--- config.mk ---
export PLATFORM = sky130hd
export DESIGN_NAME = rv_multicycle_ctrl
export DESIGN_NICKNAME = d
export VERILOG_FILES = /design/src/rtl/rv_multicycle_ctrl.sv
export SDC_FILE = /design/constraint.sdc
export NUM_CORES = 1
export LEC_CHECK = 0
export ABC_AREA = 1
export CORE_MARGIN = 2
export CORE_UTILIZATION = 33
export CTS_BUF_LIST = sky130_fd_sc_hd__clkbuf_8
export DETAILED_ROUTE_END_ITERATION = 7
export PLACE_DENSITY = 0.89
export SYNTH_ARGS = -nofsm -noshare
export SYNTH_HDL_FRONTEND = slang
export SYNTH_SLANG_ARGS = --single-unit
--- constraint.sdc ---
create_clock -name clk -period 1.3 [get_ports clk]
set_input_delay 0.325 -clock clk [delete_from_list [all_inputs] [get_ports clk]]
set_output_delay 0.325 -clock clk [all_outputs]
set_load 0.01 [all_outputs]
--- src/rtl/rv_multicycle_ctrl.sv ---
// rtl/rv_multicycle_ctrl.sv - main control FSM for the multi-cycle RV32I datapath
//
// Sequences fetch/decode/execute/memory/writeback for R-type, lw, sw and beq.
// Illegal opcodes and memory timeouts park the FSM in a sticky HALT state.
//
// Ports:
//   clk, reset                 rising-edge clock, synchronous active-high reset
//   opcode[6:0]                instr[6:0] from the instruction register
//   zero                       ALU zero flag (beq compare)
//   mem_ready                  memory completes its access this cycle
//   pc_en, ir_write            PC / IR load strobes
//   adr_src                    memory address select (0=PC, 1=ALUOut)
//   mem_read, mem_write        memory request strobes
//   reg_write                  register file write strobe
//   result_src[1:0]            00=ALUOut, 01=mem data, 10=ALU result
//   alu_src_a[1:0]             00=PC, 01=oldPC, 10=rs1
//   alu_src_b[1:0]             00=rs2, 01=imm, 10=const 4
//   alu_op[1:0]                00=add, 01=subtract, 10=decode funct
//   state[3:0]                 current state encoding (debug)
//   illegal, bus_err           sticky trap causes, cleared only by reset
//   instret[31:0]              retired-instruction count
//
// Build option: define RV_INSTRET_EN to implement the instret counter;
// otherwise instret is tied to zero.

module rv_multicycle_ctrl #(
    parameter int WAIT_LIMIT = 15,
    parameter int CNT_W      = 4
) (
    input  logic        clk,
    input  logic        reset,
    input  logic [6:0]  opcode,
    input  logic        zero,
    input  logic        mem_ready,
    output logic        pc_en,
    output logic        ir_write,
    output logic        adr_src,
    output logic        mem_read,
    output logic        mem_write,
    output logic        reg_write,
    output logic [1:0]  result_src,
    output logic [1:0]  alu_src_a,
    output logic [1:0]  alu_src_b,
    output logic [1:0]  alu_op,
    output logic [3:0]  state,
    output logic        illegal,
    output logic        bus_err,
    output logic [31:0] instret
);

    typedef enum logic [3:0] {
        S_FETCH    = 4'd0,
        S_DECODE   = 4'd1,
        S_MEMADR   = 4'd2,
        S_MEMREAD  = 4'd3,
        S_MEMWB    = 4'd4,
        S_MEMWRITE = 4'd5,
        S_EXECR    = 4'd6,
        S_ALUWB    = 4'd7,
        S_BEQ      = 4'd8,
        S_HALT     = 4'd9
    } state_e;

    localparam logic [6:0] OP_LW  = 7'b0000011;
    localparam logic [6:0] OP_SW  = 7'b0100011;
    localparam logic [6:0] OP_R   = 7'b0110011;
    localparam logic [6:0] OP_BEQ = 7'b1100011;

    state_e             state_q, state_d;
    logic               illegal_q, illegal_d;
    logic               bus_err_q, bus_err_d;
    logic [CNT_W-1:0]   wait_q, wait_d;

    logic               mem_state;
    logic               timeout;
    logic               retire;

    // Counter tracks consecutive stalled cycles in a memory state. It reaching
    // WAIT_LIMIT with the access still stalled is the bus timeout; a late
    // mem_ready on that same cycle still completes normally.
    always_comb begin
        mem_state = (state_q == S_FETCH) || (state_q == S_MEMREAD) ||
                    (state_q == S_MEMWRITE);
        timeout   = (WAIT_LIMIT > 0) && mem_state && !mem_ready &&
                    (wait_q == CNT_W'(WAIT_LIMIT));
        wait_d    = (mem_state && !mem_ready && !timeout) ? wait_q + 1'b1 : '0;
    end

    always_comb begin
        state_d    = state_q;
        illegal_d  = illegal_q;
        bus_err_d  = bus_err_q;
        retire     = 1'b0;
        pc_en      = 1'b0;
        ir_write   = 1'b0;
        adr_src    = 1'b0;
        mem_read   = 1'b0;
        mem_write  = 1'b0;
        reg_write  = 1'b0;
        result_src = 2'b00;
        alu_src_a  = 2'b00;
        alu_src_b  = 2'b00;
        alu_op     = 2'b00;

        case (state_q)
            S_FETCH: begin
                mem_read   = 1'b1;
                alu_src_b  = 2'b10;
                result_src = 2'b10;
                // PC+4 and IR load only when the fetch actually completes.
                pc_en      = mem_ready;
                ir_write   = mem_ready;
                if (mem_ready) begin
                    state_d = S_DECODE;
                end
            end
            S_DECODE: begin
                // Branch target computed speculatively into ALUOut.
                alu_src_a = 2'b01;
                alu_src_b = 2'b01;
                case (opcode)
                    OP_LW, OP_SW: state_d = S_MEMADR;
                    OP_R:         state_d = S_EXECR;
                    OP_BEQ:       state_d = S_BEQ;
                    default: begin
                        state_d   = S_HALT;
                        illegal_d = 1'b1;
                    end
                endcase
            end
            S_MEMADR: begin
                alu_src_a = 2'b10;
                alu_src_b = 2'b01;
                state_d   = (opcode == OP_LW) ? S_MEMREAD : S_MEMWRITE;
            end
            S_MEMREAD: begin
                mem_read = 1'b1;
                adr_src  = 1'b1;
                if (mem_ready) begin
                    state_d = S_MEMWB;
                end
            end
            S_MEMWB: begin
                result_src = 2'b01;
                reg_write  = 1'b1;
                state_d    = S_FETCH;
                retire     = 1'b1;
            end
            S_MEMWRITE: begin
                adr_src   = 1'b1;
                // Withdraw the write on the timeout cycle so a dead bus never
                // sees a write strobe coincident with the trap.
                mem_write = !timeout;
                if (mem_ready) begin
                    state_d = S_FETCH;
                    retire  = 1'b1;
                end
            end
            S_EXECR: begin
                alu_src_a = 2'b10;
                alu_op    = 2'b10;
                state_d   = S_ALUWB;
            end
            S_ALUWB: begin
                reg_write = 1'b1;
                state_d   = S_FETCH;
                retire    = 1'b1;
            end
            S_BEQ: begin
                alu_src_a = 2'b10;
                alu_op    = 2'b01;
                pc_en     = zero;
                state_d   = S_FETCH;
                retire    = 1'b1;
            end
            S_HALT: begin
                state_d = S_HALT;
            end
            default: begin
                state_d = S_FETCH;
            end
        endcase

        if (timeout) begin
            state_d   = S_HALT;
            bus_err_d = 1'b1;
        end

        // Reset abandons the instruction: nothing may strobe while it is held.
        if (reset) begin
            pc_en      = 1'b0;
            ir_write   = 1'b0;
            adr_src    = 1'b0;
            mem_read   = 1'b0;
            mem_write  = 1'b0;
            reg_write  = 1'b0;
            result_src = 2'b00;
            alu_src_a  = 2'b00;
            alu_src_b  = 2'b00;
            alu_op     = 2'b00;
        end
    end

    always_ff @(posedge clk) begin
        if (reset) begin
            state_q   <= S_FETCH;
            illegal_q <= 1'b0;
            bus_err_q <= 1'b0;
            wait_q    <= '0;
        end else begin
            state_q   <= state_d;
            illegal_q <= illegal_d;
            bus_err_q <= bus_err_d;
            wait_q    <= wait_d;
        end
    end

    assign state   = state_q;
    assign illegal = illegal_q;
    assign bus_err = bus_err_q;

`ifdef RV_INSTRET_EN
    logic [31:0] instret_q, instret_d;

    // Natural 32-bit wrap; HALT never retires so the count freezes there.
    always_comb begin
        instret_d = instret_q + {31'd0, retire};
    end

    always_ff @(posedge clk) begin
        if (reset) begin
            instret_q <= '0;
        end else begin
            instret_q <= instret_d;
        end
    end

    assign instret = instret_q;
`else
    logic unused_retire;
    assign unused_retire = retire;
    assign instret       = '0;
`endif

endmodule

==> results of run 1 <==
-- per-layer routing --
metal / part of all wire, % / vias up / track usage, %
li1: - / 536 / -
met1: 39 / 493 / 18.2
met2: 53 / 43 / 33.3
met3: 5.7 / 6 / 4.24
met4: 2.5 / 0 / 8.31
met5: 0 / - / 0
-- power groups by stage --
stage          clock, W  combinational, W  sequential (W)
2_1_floorplan         0          0.000491        0.000401
3_3_place_gp          0          0.000798        0.000394
3_5_place_dp          0          0.000816        0.000397
4_1_cts        0.000324          0.000982        0.000403
5_1_grt        0.000334           0.00114        0.000414
6_report       0.000317           0.00106        0.000409
-- cell type report --
type	instances	area (sq um)
Clock buffer	3	41.3
Fill cell	246	1120
Inverter	20	81.3
Multi-Input combinational cell	116	726
Sequential cell	10	216
Tap cell	31	38.8
Timing Repair Buffer	67	536
-- how the worst min path moves through the flow --
stage          endpoint  slack [ns]  depth (start not counted)
4_1_cts         bus_err        0.45                          2
5_1_grt         illegal        0.49                          2
3_5_place_dp    bus_err        0.45                          2
6_report        bus_err        0.46                          2
2_1_floorplan  state[3]        0.39                          1
3_3_place_gp    bus_err        0.44                          2
-- state kept, by name (all words and copies together), names as in the netlist --
signal / flops
bus_err: 1
illegal: 1
state: 4
wait_q: 4
-- placed cells by master (no fill, tap or decap), types with 6 or more instances in the layout --
cell type,instances
buf_4,30
buf_6,9
nand2_2,7
inv_1,13
buf_2,12
clkdlybuf4s50_1,9
nor2_1,14
nand3_1,6
nor2_4,7
nand2_1,13
conb_1,32
nand2_4,8
-- stage by stage --
step / utilization, % / TNS (ns) / power (W)
after floorplan: - / -0.0246 / 0.000892
after global placement: 51.7 / -11.83 / 0.00119
after detailed placement: 51.7 / -12.37 / 0.00121
after CTS: 57.1 / -5.29 / 0.00171
after global routing: 59.4 / -6.60 / 0.00188
final: 59.4 / -5.00 / 0.00178
-- kinds of logic (layout without fill, tap and decap cells) --
logic type               after synthesis  after routing  synth area share (%)
AO/OA/AOI/OAI                         14             14                  8.16
XOR/XNOR                               1              1                 0.907
buffers and inverters                 54             90                  33.8
adder cells (fa/ha/maj)                1              1                  1.30
flip-flops                            10             10                  20.7
AND/OR/NAND/NOR                       68             68                  34.7
other                                  1             32                 0.388
-- critical path, cell delays in order --
cell	delay (ns)
clkdlybuf4s50_1	0.56
inv_1	0.13
nand3_4	0.11
nand2_4	0.05
nor2_2	0.06
buf_2	0.13
-- timing repair --
item	CTS	global route
gates resized for setup	105	21
hold buffers	0	0
endpoints found under the setup margin	23	23
pin swaps	18	14
setup buffers	8	4
cloned	0	0
==> run_results.csv, run 1 <==
group,metric,value,unit
outcome,run_status,"finished with violations",
outcome,violations,"setup timing",
cells_and_area,areaGrowthSynthToFinish,69.7,%
synth,synth_common_cells,"buf_4 (33), nand2_1 (23), nor2_1 (20)",
sta,period_minus_slack,1.70,ns
synth,synth_area_leaders,"buf_4 (26%), dfxtp_1 (21%), nand2_1 (8.9%), nor2_1 (7.8%), inv_1 (6.2%)",
grt,gr-total-overflow,0,
sta,hold_violations,0,
worst_setup_path,end_kind,"output port",
worst_setup_path,arrival,1.37,ns
worst_setup_path,crit_end,"mem_write",
sta,setup_violations,22,
synth,yosysTopAreaCell,"buf_4",
synth,yosysTopAreaCellShare,25.6,%
die,die_h,58.1,um
sta,fmax,0.589,GHz
grt,antenna_found_initial,0,
power_and_ir_drop,p_leak,0.856,nW
clock_network,clock_path_buffers,2,
drt,vias,1078,
worst_setup_path,reg2reg_depth,10,
place,pre_cts_slack,-0.848,ns
worst_setup_path,cp-start-kind,"input port",
synth,netlist_area,966,sq um
hold_path,min_from,"bus_err",
place,placedInstanceArea,0.00143,sq mm
power_and_ir_drop,p_seq_share,22.9,%
worst_setup_path,r2r-start,"state[3]",
worst_setup_path,r2r_end,"state[2]",
synth,ys_warn_count,0,
sta,drv_slew,0,
drt,routedWlPerCell,11.8,um
cells_and_area,fin_area,0.00164,sq mm
power_and_ir_drop,p_switching,0.000729,W
synth,synth_edf_count,0,
grt,grt_pass1_vias,1016,
power_and_ir_drop,share_comb_of_total_power,59.3,%
clock_network,clock_sinks,10,
synth,synthFlopType,"dfxtp_1",
place,place_inst,237,
power_and_ir_drop,p_int,0.00105,W
power_and_ir_drop,power_density,1090,mW/mm^2
drt,ant_nets,0,
clock_network,htree_levels,1,
synth,async_flop_share,0,%
synth,ys_seq_area_share,20.7,%
synth,syn_avg_cell_area,6.48,sq um
sta,post-route-period-util,131,%
clock_network,ctsRootBufferMaster,"clkbuf_8",
power_and_ir_drop,p_clk_share,17.8,%
sta,setup_ws,-0.399,ns
clock_network,cts_tree,"built",
drt,firstDrtPassIters,4,
cells_and_area,instances_no_fill,247,
drt,vias_per_cell,4.36,
sta,rsz0062_at_grt,"yes",
die,std_cell_rows,19,
cells_and_area,final_nets,230,
cells_and_area,drive_gt1_share,50.0,%
power_and_ir_drop,ir_drop,0.000927,V
grt,grt_use_total,17.7,%
power_and_ir_drop,swShare,40.9,%
clock_network,cts_buffers,3,
sta,whs,0.459,ns
drt,drt_iter0_markers,13,
die,core,0.00276,sq mm
die,start_util,35.0,%
synth,syn-instance-count,149,
cells_and_area,antenna_cells,0,
worst_setup_path,worstPathRequired,0.98,ns
die,die_w,58.1,um
clock_network,clkSlewWorstSetupHoldPaths,0.05,ns
synth,synth_seq_cells,10,
worst_setup_path,crit_fanout,3,
drt,drc,0,
sta,finClkSkew,0.00117,ns
hold_path,holdCritPathClass,"flip-flop to flip-flop",
grt,grt_pass1_wl,4510,um
place,io_buffer_count,30,
drt,wl,2920,um
synth,synth_most_common_cell,"buf_4",
grt,grt_max_degree,7,
worst_setup_path,cp-startpoint,"mem_ready",
synth,ys_types,25,
place,gp_congestion,0.882,
clock_network,clk-insertion-delay-late,0.23,ns
die,design.portCount,63,
job,cap_violations,0,
die,design.die.area,0.00338,sq mm
place,dp_hpwl,2050,um
worst_setup_path,rrSetupSlack,-0.15,ns
worst_setup_path,critPathKind,"input port to output port",
No activity file was read; power rests on OpenSTA's default activity.
==> inputs of run 2 (changes only) <==
clock period = 1.44 ns   (was 1.3 ns; I/O delays follow)
==> run_results.csv, run 2 (synthesized netlist as in run 1, its figures left out) <==
group,metric,value,unit
outcome,run_status,"finished with violations",
grt,grt_use_total,16.3,%
power_and_ir_drop,swShare,39.8,%
drt,drc,0,
die,design.die.area,0.00338,sq mm
cells_and_area,regArea,218,sq um
drt,drt_iter0_markers,41,
power_and_ir_drop,share_comb_of_total_power,57.6,%
power_and_ir_drop,p_switching,0.000668,W
sta,rsz0062_at_grt,"yes",
clock_network,cts_buffers,3,
worst_setup_path,cp-start-kind,"flip-flop",
clock_network,clk-insertion-delay-late,0.24,ns
sta,setup_ws,-0.322,ns
die,std_cell_rows,19,
drt,firstDrtPassIters,4,
power_and_ir_drop,p_leak,0.886,nW
sta,whs,0.453,ns
cells_and_area,final_util,61.1,%
worst_setup_path,cpMostUsedCell,"nor2_1",
power_and_ir_drop,p_seq_share,21.4,%
sta,fmax,0.567,GHz
power_and_ir_drop,p_clk_share,21.0,%
die,die_h,58.1,um
worst_setup_path,end_kind,"output port",
die,design.portCount,63,
place,placedInstanceArea,0.00140,sq mm
place,io_buffer_count,30,
place,dp_hpwl,1860,um
drt,ant_nets,0,
drt,vias_per_cell,4.45,
cells_and_area,multi_input_area,719,sq um
sta,hold_violations,0,
cells_and_area,fin_area,0.00169,sq mm
job,cap_violations,0,
sta,setup_tns,-3.24,ns
worst_setup_path,critPathKind,"flip-flop to output port",
die,start_util,35.0,%
power_and_ir_drop,p_int,0.00101,W
place,gp_congestion,0.880,
sta,setup_violations,15,
hold_path,holdCritPathClass,"flip-flop to flip-flop",
drt,wl,3050,um
cells_and_area,instances_no_fill,251,
cells_and_area,antenna_cells,0,
sta,drv_slew,0,
clock_network,clkSlewWorstSetupHoldPaths,0.05,ns
grt,grt_pass1_wl,4360,um
worst_setup_path,worst_path_largest_cell_delay,0.37,ns
grt,grt_pass1_vias,1038,
drt,vias,1118,
cells_and_area,areaGrowthSynthToFinish,74.5,%
grt,gr-total-overflow,0,
worst_setup_path,crit_fanout,4,
place,place_inst,235,
grt,antenna_found_initial,0,
sta,post-route-period-util,122,%
cells_and_area,final_common_cell,"conb_1",
worst_setup_path,critPathBufInv,4,
power_and_ir_drop,ir_drop,0.000596,V
clock_network,cts_tree,"built",
clock_network,ctsRootBufferMaster,"clkbuf_8",
drt,routedWlPerCell,12.2,um
cells_and_area,layout_common_cells,"conb_1 (32), buf_4 (31), nand2_1 (16), inv_1 (14), nor2_1 (14)",
power_and_ir_drop,power_density,997,mW/mm^2
worst_setup_path,crit_path_cell_trace,"buf_12, nor2_4, buf_6, nand2_4, inv_2, nor2_1, nor2_1, buf_2",
cells_and_area,final_nets,233,
outcome,violations,"setup timing",
worst_setup_path,slowest_stage,"dfxtp_4",
clock_network,clock_path_buffers,2,
cells_and_area,fillers,230,
cells_and_area,drive_gt1_share,50.0,%
worst_setup_path,arrival,1.40,ns
die,core,0.00276,sq mm
die,die_w,58.1,um
worst_setup_path,critPathTopFamily,"buffers and inverters",
worst_setup_path,worstPathRequired,1.08,ns
clock_network,clock_sinks,10,
sta,period_minus_slack,1.76,ns
sta,finClkSkew,0.000598,ns
clock_network,htree_levels,1,
grt,grt_max_degree,9,
## run 2: cell count changes in the layout (fill, tap and decap cells not counted), moves of 2 or more
cell and delta:
nand2_2 -2, nand3_1 -3, nand2_1 +3, dlygate4sd2_1 +3, nand3_2 +3
## run 2: repair_timing
item | 4_1_cts | 5_1_grt
pin swaps | 11 | 19
gates resized for setup | 81 | 43
endpoints found under the setup margin | 20 | 21
setup buffers | 13 | 6
hold buffers | 0 | 0
## run 2: worst register-to-register path: cells and delay by family, from the launching register on
| family | cells | cell delay [ns] |
|---|---|---|
| buffers and inverters | 4 | 0.43 |
| AOI/OAI and AO/OA | 1 | 0.14 |
| DFF | 1 | 0.37 |
| and+or+nand+nor | 5 | 0.43 |
## run 2: final timing paths
check	start	slack [ns]	cells after the start	endpoint
setup reg to reg	state[1]	-0.01	10	state[2]
setup / recovery	state[1]	-0.32	8	alu_src_b[0]
hold reg to reg	bus_err	0.45	2	bus_err
hold / removal	bus_err	0.45	2	bus_err
## run 2: layout make-up
type | count | share of cell area [%]
Multi-Input combinational cell | 116 | 42.7
Timing Repair Buffer | 70 | 34.1
Sequential cell | 10 | 12.9
Inverter | 20 | 4.68
Clock buffer | 4 | 3.27
Tap cell | 31 | 2.30
## run 2: power by group through the flow
stage	clock network, W	logic [W]	registers (W)
floorplan	0	0.000427	0.000358
global placement	0	0.000721	0.000350
detailed placement	0	0.000731	0.000351
CTS	0.000360	0.000767	0.000350
global route	0.000367	0.00103	0.000362
finish	0.000353	0.000967	0.000359
## run 2: through the flow
stage                     power [W]  setup slack (ns)
after detailed placement    0.00108            -0.741
after global routing        0.00176            -0.359
after global placement      0.00107            -0.708
final                       0.00168            -0.322
after floorplan            0.000785         0.0000605
after CTS                   0.00148            -0.258
## run 2: metal layers
| metal | track usage [%] | part of all wire, % |
|---|---|---|
| met3 | 2.90 | 7.0 |
| met1 | 18.9 | 38 |
| met2 | 28.4 | 51 |
| met4 | 8.31 | 4.1 |
| met5 | 0 | 0 |
==> inputs of run 3 (changes only) <==
CELL_PAD_IN_SITES_DETAIL_PLACEMENT = 1   (was not set)
CELL_PAD_IN_SITES_GLOBAL_PLACEMENT = 2   (was not set)
CORE_UTILIZATION = 28   (was 33)
DONT_BUFFER_PORTS = 1   (was not set)
SLEW_MARGIN = 10   (was not set)
==> run_results.csv, run 3 (synthesized netlist as in run 1, its figures left out) <==
group,metric,value,unit
power_and_ir_drop,ir_drop,0.000271,V
cells_and_area,final_util,43.4,%
sta,finClkSkew,0.00171,ns
sta,setup_ws,-0.304,ns
power_and_ir_drop,p_int,0.000946,W
worst_setup_path,end_kind,"output port",
grt,grt_use_total,15.5,%
sta,post-route-period-util,121,%
grt,gr-total-overflow,0,
place,placedInstanceArea,0.00110,sq mm
drt,routedWlPerCell,13.6,um
clock_network,clkSlewWorstSetupHoldPaths,0.05,ns
die,die_h,62.7,um
worst_setup_path,cp-start-kind,"flip-flop",
clock_network,clock_path_buffers,2,
clock_network,htree_levels,1,
clock_network,cts_tree,"built",
outcome,run_status,"finished with violations",
power_and_ir_drop,p_switching,0.000655,W
cells_and_area,layout_common_cells,"buf_4 (36), conb_1 (32), nand2_1 (17), inv_1 (13), nor2_1 (10)",
clock_network,cts.hold.buffers_added,0,
cells_and_area,final_nets,203,
sta,fmax,0.573,GHz
drt,vias,1002,
grt,grt_max_degree,17,
die,std_cell_rows,21,
worst_setup_path,arrival,1.38,ns
place,gp_congestion,0.785,
drt,wl,3210,um
grt,grt_pass1_wl,4850,um
power_and_ir_drop,p_clk_share,23.4,%
die,core,0.00334,sq mm
cells_and_area,drive_gt1_share,51.6,%
cells_and_area,fin_area,0.00145,sq mm
place,dp_hpwl,2110,um
outcome,violations,"setup timing",
sta,drv_slew,0,
cells_and_area,final_common_cell,"buf_4",
drt,vias_per_cell,4.25,
sta,period_minus_slack,1.74,ns
drt,drc,0,
die,design.portCount,63,
grt,antenna_found_initial,0,
power_and_ir_drop,share_comb_of_total_power,53.7,%
die,start_util,28.9,%
drt,drt_iter0_markers,23,
worst_setup_path,crit_fanout,4,
clock_network,clk-insertion-delay-late,0.25,ns
place,io_buffer_count,0,
worst_setup_path,worstPathRequired,1.08,ns
hold_path,holdCritPathClass,"input port to flip-flop",
drt,ant_nets,0,
power_and_ir_drop,finalPower,0.00160,W
clock_network,clock_sinks,10,
die,design.die.area,0.00394,sq mm
grt,grt_pass1_vias,1051,
sta,setup_violations,17,
job,cap_violations,0,
power_and_ir_drop,swShare,40.9,%
cells_and_area,antenna_cells,0,
clock_network,cts_buffers,3,
power_and_ir_drop,p_leak,0.714,nW
die,die_w,62.7,um
power_and_ir_drop,p_seq_share,22.9,%
cells_and_area,areaGrowthSynthToFinish,50.0,%
power_and_ir_drop,power_density,1100,mW/mm^2
worst_setup_path,critPathKind,"flip-flop to output port",
clock_network,ctsRootBufferMaster,"clkbuf_8",
sta,rsz0062_at_grt,"yes",
drt,firstDrtPassIters,4,
sta,hold_violations,0,
-- run 3: cell count changes in the layout (fill, tap and decap cells not counted), moves of 2 or more --
cell / previous run / this run
buf_6: 9 / 4
nand3_1: 3 / 6
a21oi_4: 0 / 2
nor2_1: 14 / 10
buf_4: 31 / 36
nand3_2: 5 / 2
dlygate4sd2_1: 8 / 0
nor2_2: 4 / 8
buf_2: 12 / 0
clkdlybuf4s50_1: 8 / 0
-- run 3: critical path, stage by stage (launching register included) --
cell and delay, ns:
dfxtp_4 0.36, buf_6 0.12, nor2_4 0.14, buf_6 0.13
nand2_4 0.05, inv_4 0.05, nor2_2 0.03, nor2_1 0.12
buf_4 0.13
-- run 3: power by group through the flow --
stage | Sequential, W | Combinational (W) | Clock (W)
finish | 0.000366 | 0.000860 | 0.000375
global route | 0.000371 | 0.000927 | 0.000390
CTS | 0.000364 | 0.000716 | 0.000370
detailed placement | 0.000356 | 0.000601 | 0
global placement | 0.000353 | 0.000582 | 0
floorplan | 0.000358 | 0.000427 | 0
-- run 3: path summary, 6_finish.rpt --
kind	endpoint	slack [ns]	cells past startpoint	startpoint
min	state[0]	0.17	1	reset
max reg2reg	wait_q[2]	-0.02	10	state[1]
min reg2reg	wait_q[0]	0.49	2	wait_q[0]
max	alu_src_b[0]	-0.30	8	state[1]
-- run 3: metrics by stage --
stage / hold slack [ns] / setup TNS, ns / cells / worst slack, ns
after detailed placement: 0.429 / -0.125 / 220 / -0.0901
after CTS: 0.173 / -2.33 / 233 / -0.252
final: 0.171 / -2.83 / 236 / -0.304
after floorplan: 0.418 / 0 / 180 / 0.0000605
after global routing: 0.170 / -3.93 / 236 / -0.377
after global placement: 0.426 / -0.0383 / 220 / -0.0383
-- run 3: per-layer routing --
metal | track usage, % | share of wire [%] | routed length (um)
met1 | 16.2 | 39 | 1250
met4 | 5.28 | 1.6 | 52
met3 | 2.70 | 5.6 | 180
met5 | 0 | 0 | 0
met2 | 30.5 | 54 | 1730
-- run 3: cell type report --
cell class / instances / area, sq um
Clock buffer: 4 / 55.1
Fill cell: 429 / 1890
Inverter: 20 / 81.3
Multi-Input combinational cell: 116 / 724
Sequential cell: 10 / 215
Tap cell: 46 / 57.6
Timing Repair Buffer: 40 / 315
-- run 3: timing repair --
action | CTS | global route
cloned | 0 | 0
gates resized for setup | 34 | 25
pin swaps | 8 | 12
endpoints found under the setup margin | 14 | 20
setup buffers | 9 | 3
